==> src/rtl/start_sched_pkg.sv <==
// Shared types and helpers for the round-robin start scheduler.
//   state_t     : scheduler FSM states
//   DATA_W      : operand word width (three FIELD_W fields)
//   pack_fields : builds an operand word from its three fields
//   wrap_add    : modular add used for rotating priority indices
package start_sched_pkg;

    localparam int unsigned FIELD_W = 9;
    localparam int unsigned DATA_W  = 3 * FIELD_W;

    typedef enum logic {
        IDLE = 1'b0,
        WAIT = 1'b1
    } state_t;

    // Operand word layout: f2 in the top field, f0 in the bottom field.
    function automatic logic [DATA_W-1:0] pack_fields(
        input logic [FIELD_W-1:0] f2,
        input logic [FIELD_W-1:0] f1,
        input logic [FIELD_W-1:0] f0
    );
        return {f2, f1, f0};
    endfunction

    // (a + b) mod n, valid for a < n and b <= n.
    function automatic int unsigned wrap_add(
        input int unsigned a,
        input int unsigned b,
        input int unsigned n
    );
        int unsigned s;
        s = a + b;
        if (s >= n) begin
            s = s - n;
        end
        return s;
    endfunction

endpackage

==> src/rtl/start_rr_pick.sv <==
// Combinational round-robin picker.
//   req    : request vector
//   ptr    : index holding highest priority
//   winner : first set request searching ptr, ptr+1, ... mod N_REQ
//   valid  : at least one request is set
module rr_pick #(
    parameter int unsigned N_REQ = 4,
    localparam int unsigned IDX_W = $clog2(N_REQ)
) (
    input  logic [N_REQ-1:0] req,
    input  logic [IDX_W-1:0] ptr,
    output logic [IDX_W-1:0] winner,
    output logic             valid
);

    import start_sched_pkg::*;

    logic [IDX_W-1:0] idx;

    // Walk outward from ptr; the first hit is kept.
    always_comb begin
        winner = '0;
        valid  = 1'b0;
        idx    = '0;
        for (int unsigned i = 0; i < N_REQ; i++) begin
            idx = IDX_W'(wrap_add(32'(ptr), i, N_REQ));
            if (!valid && req[idx]) begin
                valid  = 1'b1;
                winner = idx;
            end
        end
    end

endmodule

==> src/rtl/start_rr_scheduler.sv <==
// Round-robin scheduler sharing one start/done engine between N_REQ
// requesters. Grants one requester, latches its operand, pulses start_o,
// then waits for done_i or a watchdog abort before serving the next one.
//   clk_i     : clock, rising edge
//   rst_i     : asynchronous active-low reset
//   req_i     : per-requester request, held until granted
//   data_i    : packed operands, requester k at [k*DATA_W +: DATA_W]
//   done_i    : engine completion pulse
//   gnt_o     : one-hot grant pulse
//   owner_o   : index of requester being served
//   start_o   : engine start pulse
//   data_o    : operand latched on the grant edge
//   busy_o    : high from grant until return to IDLE
//   timeout_o : pulse on watchdog abort
module start_rr_scheduler #(
    parameter int unsigned N_REQ   = 4,
    parameter int unsigned DATA_W  = 27,
    parameter int unsigned TIMEOUT = 63,
    localparam int unsigned IDX_W  = $clog2(N_REQ)
) (
    input  logic                      clk_i,
    input  logic                      rst_i,
    input  logic [N_REQ-1:0]          req_i,
    input  logic [N_REQ*DATA_W-1:0]   data_i,
    input  logic                      done_i,
    output logic [N_REQ-1:0]          gnt_o,
    output logic [IDX_W-1:0]          owner_o,
    output logic                      start_o,
    output logic [DATA_W-1:0]         data_o,
    output logic                      busy_o,
    output logic                      timeout_o
);

    import start_sched_pkg::*;

    localparam int unsigned CNT_W = $clog2(TIMEOUT + 1);

    state_t             state_q, state_d;
    logic [IDX_W-1:0]   ptr_q, ptr_d;
    logic [CNT_W-1:0]   cnt_q, cnt_d;
    logic [N_REQ-1:0]   gnt_d;
    logic [IDX_W-1:0]   owner_d;
    logic               start_d;
    logic [DATA_W-1:0]  data_d;
    logic               busy_d;
    logic               timeout_d;

    logic [IDX_W-1:0]   pick_idx;
    logic               pick_valid;
    logic [DATA_W-1:0]  data_arr [N_REQ];

    // Unpack the operand bus so the winner can index it directly.
    for (genvar k = 0; k < N_REQ; k++) begin : g_unpack
        assign data_arr[k] = data_i[k*DATA_W +: DATA_W];
    end

    rr_pick #(
        .N_REQ (N_REQ)
    ) u_pick (
        .req    (req_i),
        .ptr    (ptr_q),
        .winner (pick_idx),
        .valid  (pick_valid)
    );

    // State and output registers.
    always_ff @(posedge clk_i or negedge rst_i) begin
        if (!rst_i) begin
            state_q   <= IDLE;
            ptr_q     <= '0;
            cnt_q     <= '0;
            gnt_o     <= '0;
            owner_o   <= '0;
            start_o   <= 1'b0;
            data_o    <= '0;
            busy_o    <= 1'b0;
            timeout_o <= 1'b0;
        end else begin
            state_q   <= state_d;
            ptr_q     <= ptr_d;
            cnt_q     <= cnt_d;
            gnt_o     <= gnt_d;
            owner_o   <= owner_d;
            start_o   <= start_d;
            data_o    <= data_d;
            busy_o    <= busy_d;
            timeout_o <= timeout_d;
        end
    end

    // Next-state and next-output logic. done_i is only looked at in WAIT,
    // so a done on the grant edge or while idle has no effect.
    always_comb begin
        state_d   = state_q;
        ptr_d     = ptr_q;
        cnt_d     = cnt_q;
        gnt_d     = '0;
        owner_d   = owner_o;
        start_d   = 1'b0;
        data_d    = data_o;
        busy_d    = busy_o;
        timeout_d = 1'b0;

        unique case (state_q)
            IDLE: begin
                if (pick_valid) begin
                    state_d = WAIT;
                    gnt_d   = N_REQ'(1) << pick_idx;
                    owner_d = pick_idx;
                    start_d = 1'b1;
                    data_d  = data_arr[pick_idx];
                    busy_d  = 1'b1;
                    cnt_d   = '0;
                end
            end
            WAIT: begin
                if (done_i) begin
                    state_d = IDLE;
                    busy_d  = 1'b0;
                    ptr_d   = IDX_W'(wrap_add(32'(owner_o), 1, N_REQ));
                end else if (cnt_q == CNT_W'(TIMEOUT - 1)) begin
                    state_d   = IDLE;
                    busy_d    = 1'b0;
                    timeout_d = 1'b1;
                    ptr_d     = IDX_W'(wrap_add(32'(owner_o), 1, N_REQ));
                end else begin
                    cnt_d = cnt_q + CNT_W'(1);
                end
            end
            default: state_d = IDLE;
        endcase
    end

endmodule

==> config.mk <==
export PLATFORM = sky130hd
export DESIGN_NAME = start_rr_scheduler
export DESIGN_NICKNAME = d
export VERILOG_FILES = /design/src/rtl/start_sched_pkg.sv /design/src/rtl/start_rr_pick.sv /design/src/rtl/start_rr_scheduler.sv
export SDC_FILE = /design/constraint.sdc
export NUM_CORES = 1
export LEC_CHECK = 0
export BUFFER_PORTS_ARGS = -buffer_cell sky130_fd_sc_hd__buf_2
export CORE_MARGIN = 1
export CORE_UTILIZATION = 50
export DETAILED_ROUTE_END_ITERATION = 8
export PLACE_DENSITY = 0.86
export SLEW_MARGIN = 40
export SYNTH_ARGS = -nofsm -noshare
export SYNTH_HDL_FRONTEND = slang
export SYNTH_SLANG_ARGS = --single-unit
==> constraint.sdc <==
create_clock -name clk_i -period 4.17 [get_ports clk_i]
set_input_delay 0.6255 -clock clk_i [delete_from_list [all_inputs] [get_ports clk_i]]
set_output_delay 0.6255 -clock clk_i [all_outputs]
set_load 0.02 [all_outputs]
==> results_dict.tcl <==
set metrics [dict create \
    leakage_nw 1.890 \
    root_buffer "clkbuf_8" \
    wirelength_met1_um 3428 \
    post-synth-top-count-cell "and3_1" \
    drt_wl_total_um 8171 \
    netlist_area_sq_um 3067 \
    critPathCaptureType "register" \
    antenna_found_initial 0 \
    gpl.final_weighted_congestion 0.7989 \
    setup-tns-final_ns 0 \
    synth_top_cells_by_area "dfrtp_1 (37%), a211oi_2 (17%), and3_1 (11%)" \
    boundaryPins 151 \
    die_area_sq_um 6451 \
    synth_async_sr_flop_share_pct 100.0 \
    netSwitchingFraction_pct 48.81 \
    worst_relative_slew_slack_pct 46.21 \
    power.clock.fraction_pct 10.9 \
    cts_tree "built" \
    top_layer_used "met4" \
    clkLatencyLatePin_ns 0.30 \
    cts_resized 0 \
    worstPathRequired_ns 4.34 \
    regArea_sq_um 1126 \
    drt_drc_violations_left 0 \
    cts.sinks 45 \
    gr-usage-all-layers_pct 25.83 \
    dpl-instance-area_sq_um 3745 \
    number_of_global_route_vias_before_repair 2770 \
    timing.fmax_mhz 384.0 \
    min_period_over_period_pct 62.45 \
    synthDominantAreaCellType "dfrtp_1" \
    worst_path_cell_chain "buf_2, nor2b_1, a211o_1, nand2_8, a211oi_2, o31ai_1" \
    first_pass_iters 4 \
    clock_path_buffers 2 \
    number_of_buffers_inserted_by_hold_repair_at_cts 0 \
    final_cell_area_sq_um 3850 \
    ant_nets 0 \
    synth_top_area_share_pct 36.72 \
    n_antenna_cell 0 \
    routed-wl-met3_um 509 \
    core.rowCount 28 \
    syn-instance-count 302 \
    wl_per_cell_um 16.05 \
    port_buffers 150 \
    worstMarginPinSlew_ns 0.8069 \
    grt_first_pass_wirelength_um 12810 \
    finalPower_mw 2.583 \
    cellPowerDensity_nw_per_um2 670.9 \
    setup.worst_path.start_class "primary input" \
    highest_fanout_seen_on_the_critical_path 54 \
    path_clk_slew_ns 0.09 \
    synth_seq_area_share_pct 36.72 \
    power.net_switching_mw 1.261 \
    vias_cell 5.768 \
    path_class "in2reg" \
    combPwrFrac_pct 60.4 \
    synth.ff_latch_count 45 \
    floorplan.initialDensity_pct 51.80 \
    internal-power_mw 1.322 \
    flow.area_growth_from_synthesis_pct 25.54 \
    maxSlewViolCount 0 \
    outcome "finished clean" \
    period_needed_ns 2.604 \
    post-dp-hpwl_um 5854 \
    pwr-share-seq_pct 28.8 \
    irDropWorstVdd_v 0.0003240 \
    fp.dieW_um 80.32 \
    synth-main-ff-cell "dfrtp_1" \
    cts.repair_timing.setup_buffer_count 0 \
    route.met2.wl_um 4116 \
    rsz0062_at_grt "no" \
    grt_max_degree 56 \
    post-place-cells 501 \
    fp.dieH_um 80.32 \
    cts-buffers-inserted 5 \
    critical_path.slowest_cell "a211o_1" \
    timing.clock.skew_ns 0.004871 \
    post_synth_most_frequent_cells "and3_1 (54), dfrtp_1 (45), a211oi_2 (41)" \
    filler_cell_count 495 \
    synth_fp_nets 419 \
    synth_enable_flop_cells 0 \
    routed-via-count 2936 \
    cp_slowest_stage_delay_ns 0.70 \
    starting_drc_count_in_detailed_routing 190 \
    layout-drive-gt1-share_pct 51.15 \
    endpoints_failing_hold 0 \
    grt-ovfl-total 0 \
    worst_ep_arrival_time_ns 2.78 \
    worst_path_buf_inv 1 \
    yosys_warnings 0 \
    finish.net_count 550 \
    yosys.cell_types.count 31 \
    syn_area_per_cell_sq_um 10.15 \
    timing.final.setup_violations 0 \
    multiInputGateArea_sq_um 1730 \
    path_delay_family "compound AO/OA/AOI/OAI gates" \
    cts-htree-levels 2 \
    coreArea_sq_um 5921 \
    hp-class "in2async" \
    maxCapViolCount 0 \
    post_layout_nonfiller_instances 509 \
]
power groups by stage:
stage	Clock, mW	Combinational [mW]	Sequential [mW]
after floorplan	0	1.04	0.934
after global routing	0.304	1.70	0.770
final	0.281	1.56	0.743
after CTS	0.287	1.57	0.741
after detailed placement	0	1.56	0.749
after global placement	0	1.51	0.741
cells by family (layout without fill, tap and decap cells):
group	after synthesis	in the layout	share of synthesized area, %
buf+inv	34	166	7.915
flops	45	45	36.72
simple gates	114	114	19.75
compound gates	102	102	33.37
xor+xnor	5	5	1.428
fa+ha+maj	2	2	0.8159
layout make-up:
cell class	count	area share (%)
well taps	75	2.437
clock buffers	5	1.787
clock inverters	3	0.6500
flip-flops and latches	45	29.25
multi-input cells	223	44.95
inverters	4	0.3900
repair buffers	154	20.54
through the flow:
step                      hold slack (ns)  util, %  setup WS (ns)
after floorplan                    0.3299        -          2.046
after global placement             0.4559    62.95          1.396
after detailed placement           0.4654    63.25          1.344
after CTS                          0.3322    64.84          1.641
after global routing               0.3466    65.03          1.436
final                              0.3113    65.03          1.566
registers in the layout, summed over array words and instances (netlist names):
| register | flops |
|---|---|
| gnt_o | 4 |
| busy_o | 1 |
| state_q | 1 |
| ptr_q | 2 |
| timeout_o | 1 |
| cnt_q | 6 |
| owner_o | 2 |
| start_o | 1 |
| data_o | 27 |
cells in the final DEF (no fill, tap or decap), types with 5 or more instances in the layout:
| master | instances |
|---|---|
| a211oi_1 | 17 |
| a211oi_2 | 41 |
| and3_1 | 54 |
| buf_2 | 149 |
| clkbuf_8 | 5 |
| dfrtp_1 | 45 |
| nand2_1 | 36 |
| nand3_1 | 5 |
| nor2_1 | 11 |
| o21ai_0 | 7 |
| o31ai_1 | 13 |
| o31ai_2 | 14 |
| xnor2_1 | 5 |
per-layer routing:
layer | global-route usage, % | vias up
met5 | 0 | -
met4 | 7.857 | 0
met3 | 4.886 | 11
met2 | 45.56 | 136
met1 | 31.77 | 1386
li1 | - | 1403
path summary, 6_finish.rpt:
path	slack [ns]	depth (start not counted)	end	startpoint
setup reg to reg	1.58	5	data_o[15]$_DFFE_PN0P_	ptr_q[0]$_DFFE_PN0P_
hold / removal	0.31	1	data_o[1]$_DFFE_PN0P_	rst_i
setup / recovery	1.57	6	data_o[15]$_DFFE_PN0P_	req_i[2]
max in group asynchronous	3.46	1	start_o$_DFF_PN0_	rst_i
hold reg to reg	0.48	2	data_o[26]$_DFFE_PN0P_	data_o[26]$_DFFE_PN0P_
min in group clk_i	0.48	2	data_o[26]$_DFFE_PN0P_	data_o[26]$_DFFE_PN0P_
No activity file was read; power rests on OpenSTA's default activity.
